<file path="config.mk">
export PLATFORM = sky130hd
export DESIGN_NAME = time_setter
export DESIGN_NICKNAME = d
export VERILOG_FILES = /design/src/rtl/time_setter.sv
export SDC_FILE = /design/constraint.sdc
export NUM_CORES = 1
export LEC_CHECK = 0
export ABC_AREA = 1
export CAP_MARGIN = 20
export CORE_ASPECT_RATIO = 0.5
export CORE_UTILIZATION = 49
export DETAILED_ROUTE_END_ITERATION = 10
export GPL_TIMING_DRIVEN = 0
export PLACE_DENSITY = 0.7
export SLEW_MARGIN = 20
export SYNTH_ARGS = -nofsm -noshare
export SYNTH_HDL_FRONTEND = slang
export SYNTH_SLANG_ARGS = --single-unit
export TNS_END_PERCENT = 5
</file>
<file path="constraint.sdc">
create_clock -name clk -period 2.01 [get_ports clk]
set_input_delay 0.603 -clock clk [delete_from_list [all_inputs] [get_ports clk]]
set_output_delay 0.603 -clock clk [all_outputs]
set_load 0.02 [all_outputs]
</file>
<file path="src/rtl/time_setter.sv">
// time_setter: operator entry of a minutes:seconds preset for the dispenser timer.
// Debounces the mode/up/down buttons, generates press and auto-repeat events,
// and walks IDLE -> EDIT_MIN -> EDIT_SEG -> COMMIT while driving the timer load
// interface.
// Ports:
//   clk        - single clock, rising edge
//   rst        - synchronous active-high reset
//   btnMode    - raw mode button (asynchronous, active high)
//   btnUp      - raw increment button (asynchronous, active high)
//   btnDown    - raw decrement button (asynchronous, active high)
//   setTime    - high while editing and for the two commit cycles
//   setSeg     - seconds preset, 0..59
//   setMin     - minutes preset, 0..59
//   editField  - 00 idle, 01 minutes, 10 seconds, 11 commit
module time_setter #(
  parameter int unsigned SIZE         = 6,
  parameter int unsigned DEB_CYCLES   = 20,
  parameter int unsigned REPEAT_DELAY = 50,
  parameter int unsigned REPEAT_RATE  = 10,
  parameter int unsigned EDIT_TIMEOUT = 500,
  parameter int unsigned DEFAULT_MIN  = 1
) (
  input  logic            clk,
  input  logic            rst,
  input  logic            btnMode,
  input  logic            btnUp,
  input  logic            btnDown,
  output logic            setTime,
  output logic [SIZE-1:0] setSeg,
  output logic [SIZE-1:0] setMin,
  output logic [1:0]      editField
);

  localparam int unsigned DEB_W   = $clog2(DEB_CYCLES + 1);
  localparam int unsigned RPT_MAX = (REPEAT_DELAY > REPEAT_RATE) ? REPEAT_DELAY : REPEAT_RATE;
  localparam int unsigned RPT_W   = $clog2(RPT_MAX + 1);
  localparam int unsigned TO_W    = $clog2(EDIT_TIMEOUT + 1);
  localparam int unsigned MAX_VAL = 59;

  typedef enum logic [1:0] {
    IDLE     = 2'b00,
    EDIT_MIN = 2'b01,
    EDIT_SEG = 2'b10,
    COMMIT   = 2'b11
  } state_t;

  // Button index: 0 mode, 1 up, 2 down.
  logic [2:0]       sync1, sync2, level, level_prev;
  logic [DEB_W-1:0] deb_cnt [3];
  logic [2:0]       press;

  // Repeat index: 0 up, 1 down.
  logic [RPT_W-1:0] rpt_cnt [2];
  logic [1:0]       rpt_phase;
  logic [1:0]       rpt_fire;

  logic mode_ev, up_ev, down_ev, any_ev;

  state_t          state_q, state_d;
  logic [TO_W-1:0] to_cnt, to_d;
  logic            commit_cnt, commit_d;
  logic [SIZE-1:0] min_d, seg_d;
  logic            set_time_d;
  logic [1:0]      edit_field_d;
  logic            adjust, timeout_hit;

  // Synchronizers and per-button debounce.
  always_ff @(posedge clk) begin
    if (rst) begin
      sync1      <= '0;
      sync2      <= '0;
      level      <= '0;
      level_prev <= '0;
      for (int i = 0; i < 3; i++) deb_cnt[i] <= '0;
    end else begin
      sync1      <= {btnDown, btnUp, btnMode};
      sync2      <= sync1;
      level_prev <= level;
      for (int i = 0; i < 3; i++) begin
        if (sync2[i] != level[i]) begin
          if (deb_cnt[i] == DEB_W'(DEB_CYCLES - 1)) begin
            level[i]   <= sync2[i];
            deb_cnt[i] <= '0;
          end else begin
            deb_cnt[i] <= deb_cnt[i] + DEB_W'(1);
          end
        end else begin
          deb_cnt[i] <= '0;
        end
      end
    end
  end

  assign press = level & ~level_prev;

  // rpt_cnt counts cycles since the last up/down event while the level is held.
  always_comb begin
    for (int j = 0; j < 2; j++) begin
      rpt_fire[j] = level[j+1] & level_prev[j+1] &
                    ((!rpt_phase[j] && (rpt_cnt[j] == RPT_W'(REPEAT_DELAY))) ||
                     ( rpt_phase[j] && (rpt_cnt[j] == RPT_W'(REPEAT_RATE))));
    end
  end

  always_ff @(posedge clk) begin
    if (rst) begin
      rpt_phase <= '0;
      for (int j = 0; j < 2; j++) rpt_cnt[j] <= '0;
    end else begin
      for (int j = 0; j < 2; j++) begin
        if (!level[j+1]) begin
          rpt_cnt[j]   <= '0;
          rpt_phase[j] <= 1'b0;
        end else if (press[j+1] || rpt_fire[j]) begin
          rpt_cnt[j] <= RPT_W'(1);
          if (rpt_fire[j]) rpt_phase[j] <= 1'b1;
        end else begin
          rpt_cnt[j] <= rpt_cnt[j] + RPT_W'(1);
        end
      end
    end
  end

  assign mode_ev = press[0];
  assign up_ev   = press[1] | rpt_fire[0];
  assign down_ev = press[2] | rpt_fire[1];
  assign any_ev  = mode_ev | up_ev | down_ev;

  // Next-state, preset datapath and registered output values.
  always_comb begin
    state_d      = state_q;
    min_d        = setMin;
    seg_d        = setSeg;
    to_d         = '0;
    commit_d     = 1'b0;
    adjust       = !mode_ev && (up_ev ^ down_ev);
    timeout_hit  = (to_cnt == TO_W'(EDIT_TIMEOUT - 1)) && !any_ev;

    case (state_q)
      IDLE: begin
        if (mode_ev) state_d = EDIT_MIN;
      end
      EDIT_MIN: begin
        if (mode_ev)          state_d = EDIT_SEG;
        else if (timeout_hit) state_d = COMMIT;
        if (adjust) begin
          if (up_ev) min_d = (setMin == SIZE'(MAX_VAL)) ? '0 : setMin + SIZE'(1);
          else       min_d = (setMin == '0) ? SIZE'(MAX_VAL) : setMin - SIZE'(1);
        end
        to_d = any_ev ? '0 : to_cnt + TO_W'(1);
      end
      EDIT_SEG: begin
        if (mode_ev || timeout_hit) state_d = COMMIT;
        if (adjust) begin
          if (up_ev) seg_d = (setSeg == SIZE'(MAX_VAL)) ? '0 : setSeg + SIZE'(1);
          else       seg_d = (setSeg == '0) ? SIZE'(MAX_VAL) : setSeg - SIZE'(1);
        end
        to_d = any_ev ? '0 : to_cnt + TO_W'(1);
      end
      COMMIT: begin
        commit_d = !commit_cnt;
        if (commit_cnt) state_d = IDLE;
      end
      default: state_d = IDLE;
    endcase

    // A 00:00 preset would dispense immediately; bump it to one second.
    if ((state_q != COMMIT) && (state_d == COMMIT) && (min_d == '0) && (seg_d == '0))
      seg_d = SIZE'(1);

    set_time_d   = (state_d != IDLE);
    edit_field_d = state_d;
  end

  always_ff @(posedge clk) begin
    if (rst) begin
      state_q    <= IDLE;
      to_cnt     <= '0;
      commit_cnt <= 1'b0;
      setTime    <= 1'b0;
      editField  <= 2'b00;
      setMin     <= SIZE'(DEFAULT_MIN);
      setSeg     <= '0;
    end else begin
      state_q    <= state_d;
      to_cnt     <= to_d;
      commit_cnt <= commit_d;
      setTime    <= set_time_d;
      editField  <= edit_field_d;
      setMin     <= min_d;
      setSeg     <= seg_d;
    end
  end

endmodule
</file>
==> impl_metrics.env <==
export IMPL_cts_root_buffer="sky130_fd_sc_hd__clkbuf_16"
export IMPL_clock_fmax_mhz=463
export IMPL_top_level_ports=20
export IMPL_wire_per_inst_um=10.8
export IMPL_cts_hold_repair_buffers=0
export IMPL_clk_transition_reported_paths_ps=50
export IMPL_grt_remaining_overflow=0
export IMPL_start_util=0.510
export IMPL_path_common_cell="sky130_fd_sc_hd__nand2_1"
export IMPL_critPathMaxStageDelay_ps=400
export IMPL_critical_path_startpoint_type="register"
export IMPL_worstMarginPinSlew_ps=511
export IMPL_postLayoutCellArea_sq_um=4670
export IMPL_placeableCoreArea_sq_um=7400
export IMPL_place_congestion=0.906
export IMPL_antenna_found_initial=0
export IMPL_relSlewSlack=0.659
export IMPL_power_density_cell_area_nw_per_um2=700
export IMPL_timing_final_hold_violations=0
export IMPL_die_area_sq_um=8090
export IMPL_run_status="finished, violations left"
export IMPL_fraction_of_synthesis_flops_using_an_asynchronous_set_or_reset_pin=0
export IMPL_depth_of_the_worst_register_to_register_path=17
export IMPL_min_period_ps=2160
export IMPL_htree_levels=3
export IMPL_num_rows=22
export IMPL_postSynthAreaPerCell_sq_um=7.73
export IMPL_mostFrequentLayoutCell="sky130_fd_sc_hd__nand2_1"
export IMPL_dr_total_vias=3165
export IMPL_first_iter_violations=125
export IMPL_totalWireLength_um=7140
export IMPL_fin_util=0.631
export IMPL_worst_ir_drop_vdd_uv=364
export IMPL_synthesis_warning_total=0
export IMPL_cp_cell_sequence="inv_2 -> ha_4 -> nand2_2 -> nor2_4 -> nand3_4 -> nand2_8 -> nor2_2 -> nor2_4 -> nand3_1 -> nand2_1 -> nand2_1 -> nor2_1 -> nand2_1 -> nor2_2 -> nand2_2 -> nand2_4 -> nor2_1"
export IMPL_yosys_most_used_dff="sky130_fd_sc_hd__dfxtp_1"
export IMPL_synth_area_sq_um=3780
export IMPL_floorplan_die_width_um=126
export IMPL_failed_checks="negative setup slack"
export IMPL_grt_pass1_vias=3000
export IMPL_timing_critical_path_fanout_max=7
export IMPL_worst_skew_pair_late_latency_ps=330
export IMPL_number_of_pins_with_negative_max_slew_slack_in_the_final_report=0
export IMPL_end_kind="register"
export IMPL_insertedDiodeCount=0
export IMPL_buffer_ports_inserted=19
export IMPL_layout_cells_most_common_list="sky130_fd_sc_hd__nand2_1, sky130_fd_sc_hd__nor2_1, sky130_fd_sc_hd__inv_1, sky130_fd_sc_hd__nand3_1, sky130_fd_sc_hd__dfxtp_1"
export IMPL_die_height_um=64.1
export IMPL_r2r_start="rpt_cnt[0][0]$_SDFFCE_PP0P_"
export IMPL_hold_path_cell_count=2
export IMPL_maximum_number_of_pins_on_one_net_before_global_route_repair=12
export IMPL_cts_tree="done"
export IMPL_antenna_violating_nets_post_route=0
export IMPL_detailed_place_area_sq_um=4190
export IMPL_worst_hold_path_endpoint="sync2[1]$_SDFF_PP0_"
export IMPL_grt_setup_unrepaired="yes"
export IMPL_clkSinkCount=66
export IMPL_crit_arrival_ps=2380
export IMPL_top_cell_type_s_share_of_synthesized_area=0.215
export IMPL_clockBufferDepth=2
export IMPL_crit_slowest_cell="sky130_fd_sc_hd__edfxtp_1"
export IMPL_static_leakage_nw=2.19
export IMPL_synth_area_leaders="sky130_fd_sc_hd__edfxtp_1, sky130_fd_sc_hd__dfxtp_1, sky130_fd_sc_hd__nand2_1"
export IMPL_synth_seq_cells=66
export IMPL_layout_worst_path_cycle_share=1.07
export IMPL_vias_per_cell=4.80
export IMPL_flow_area_growth_from_synthesis_pct=23.6
export IMPL_dr_pass1_iters=4
export IMPL_grt_first_pass_wirelength_um=12700
export IMPL_synth_instances=489
export IMPL_timing_hold_worst_class="register to register"
export IMPL_yosysSeqAreaShare=0.421
export IMPL_number_of_synthesized_flops_with_an_enable_pin=27
export IMPL_route_detailed_drc=0
export IMPL_yosysTopAreaCell="sky130_fd_sc_hd__edfxtp_1"
export IMPL_drive_above_1_share=0.129
export IMPL_nFillCells=668
export IMPL_post_layout_total_power_mw=3.27
export IMPL_r2r_end="setSeg[5]$_SDFF_PP0_"
export IMPL_criticalPathCategory="register to register"
export IMPL_timing_reg2reg_setup_slack_ps=-150
export IMPL_holdCritStartpoint="sync1[1]$_SDFF_PP0_"
export IMPL_overall_fraction_of_global_route_tracks_in_use=0.201
export IMPL_synth_distinct_cells=40
export IMPL_timing_final_setup_violations=6
export IMPL_post_route_worst_setup_slack_ps=-150
export IMPL_cts_buffers=9
export IMPL_final_setup_skew_ps=6.39
export IMPL_critical_path_required_ps=2230
export IMPL_design_final_nets=582
export IMPL_place_detailed_hpwl_um=5050
export IMPL_max_cap_violations=0
==> flip-flops by register name, summed over array words and instances, names as in the netlist <==
signal	cells
deb_cnt	15
rpt_cnt	12
to_cnt	9
setMin	6
setSeg	6
level	3
level_prev	3
sync1	3
sync2	3
rpt_phase	2
state_q	2
commit_cnt	1
setTime	1
==> where the power goes <==
group,switching (mW),total [mW],internal (mW)
clock,0.559,1.62,1.06
combinational,0.114,0.187,0.0730
sequential,0.0287,1.46,1.43
total,0.702,3.27,2.57
==> worst max-delay path by stage <==
stage                                     start                          end  depth (start not counted)
detailed placement                          rst  rpt_cnt[0][2]$_SDFFCE_PN0P_                          5
global route        rpt_cnt[1][0]$_SDFFCE_PP0P_         setSeg[5]$_SDFF_PP0_                         17
finish              rpt_cnt[0][0]$_SDFFCE_PP0P_         setSeg[5]$_SDFF_PP0_                         17
floorplan           rpt_cnt[0][0]$_SDFFCE_PP0P_         setSeg[3]$_SDFF_PP0_                         17
global placement                            rst  rpt_cnt[0][3]$_SDFFCE_PN0P_                          5
CTS                 rpt_cnt[0][0]$_SDFFCE_PP0P_         setSeg[5]$_SDFF_PP0_                         18
==> per-layer routing <==
metal	vias up	wire length, um	GRT usage
met2	51	3210	0.339
met1	1429	3440	0.243
li1	1671	-	-
met4	0	125	0.0738
met3	14	374	0.0637
met5	-	0	0
==> synthesized netlist by cell type, types with 2 or more instances <==
| master | count |
|---|---|
| sky130_fd_sc_hd__nand2_1 | 111 |
| sky130_fd_sc_hd__nor2_1 | 74 |
| sky130_fd_sc_hd__inv_1 | 64 |
| sky130_fd_sc_hd__nand3_1 | 43 |
| sky130_fd_sc_hd__dfxtp_1 | 39 |
| sky130_fd_sc_hd__edfxtp_1 | 27 |
| sky130_fd_sc_hd__xor2_1 | 22 |
| sky130_fd_sc_hd__ha_1 | 18 |
| sky130_fd_sc_hd__a21oi_1 | 13 |
| sky130_fd_sc_hd__o21ai_0 | 12 |
| sky130_fd_sc_hd__nand4_1 | 8 |
| sky130_fd_sc_hd__nor2_2 | 6 |
| sky130_fd_sc_hd__inv_2 | 4 |
| sky130_fd_sc_hd__nand2_2 | 4 |
| sky130_fd_sc_hd__nor3_1 | 4 |
| sky130_fd_sc_hd__nor3b_1 | 4 |
| sky130_fd_sc_hd__o21ai_2 | 4 |
| sky130_fd_sc_hd__or2_2 | 4 |
| sky130_fd_sc_hd__xnor2_1 | 4 |
| sky130_fd_sc_hd__a21boi_0 | 2 |
| sky130_fd_sc_hd__nand2_8 | 2 |
| sky130_fd_sc_hd__nand3_4 | 2 |
==> logic make-up (layout without fill, tap and decap cells) <==
| logic type | after synthesis | after routing | share of synthesized area |
|---|---|---|---|
| compound gates | 34 | 34 | 0.0526 |
| fa+ha+maj | 18 | 18 | 0.0596 |
| flops | 66 | 66 | 0.421 |
| simple gates | 270 | 271 | 0.328 |
| buf+inv | 74 | 122 | 0.0771 |
| xor+xnor | 26 | 26 | 0.0603 |
| other cells | 1 | 27 | 0.000992 |
==> critical path, delay by kind of cell, from the launching register on <==
family,cells,cell delay [ps]
fa+ha+maj,1,130
buf+inv,1,100
flops,1,400
simple gates,15,1430
==> area by class of cell <==
cell class	count	area, sq um	area share
Buffer	4	27.5	0.00589
Clock buffer	12	268	0.0573
Clock inverter	4	47.5	0.0102
Inverter	70	273	0.0584
Multi-Input combinational cell	376	2050	0.439
Sequential cell	66	1590	0.341
Tap cell	96	120	0.0257
Timing Repair Buffer	32	293	0.0627
==> what timing repair did <==
action	in CTS	in global routing
gates cloned	1	0
endpoints found under the setup margin	12	17
hold endpoints to repair	0	0
setup buffers	11	2
resized for setup	16	11
pin swaps	15	5
==> metrics by stage <==
step | setup slack (ps) | setup TNS, ps | hold WS, ps | std cells
after floorplan | 78.2 | 0 | 388 | 515
after global placement | -281 | -7560 | 392 | 630
after detailed placement | -260 | -6970 | 395 | 630
after CTS | -127 | -673 | 401 | 658
after global routing | -339 | -1950 | 435 | 660
final | -150 | -813 | 402 | 660
Power figures use the tool's default switching activity.
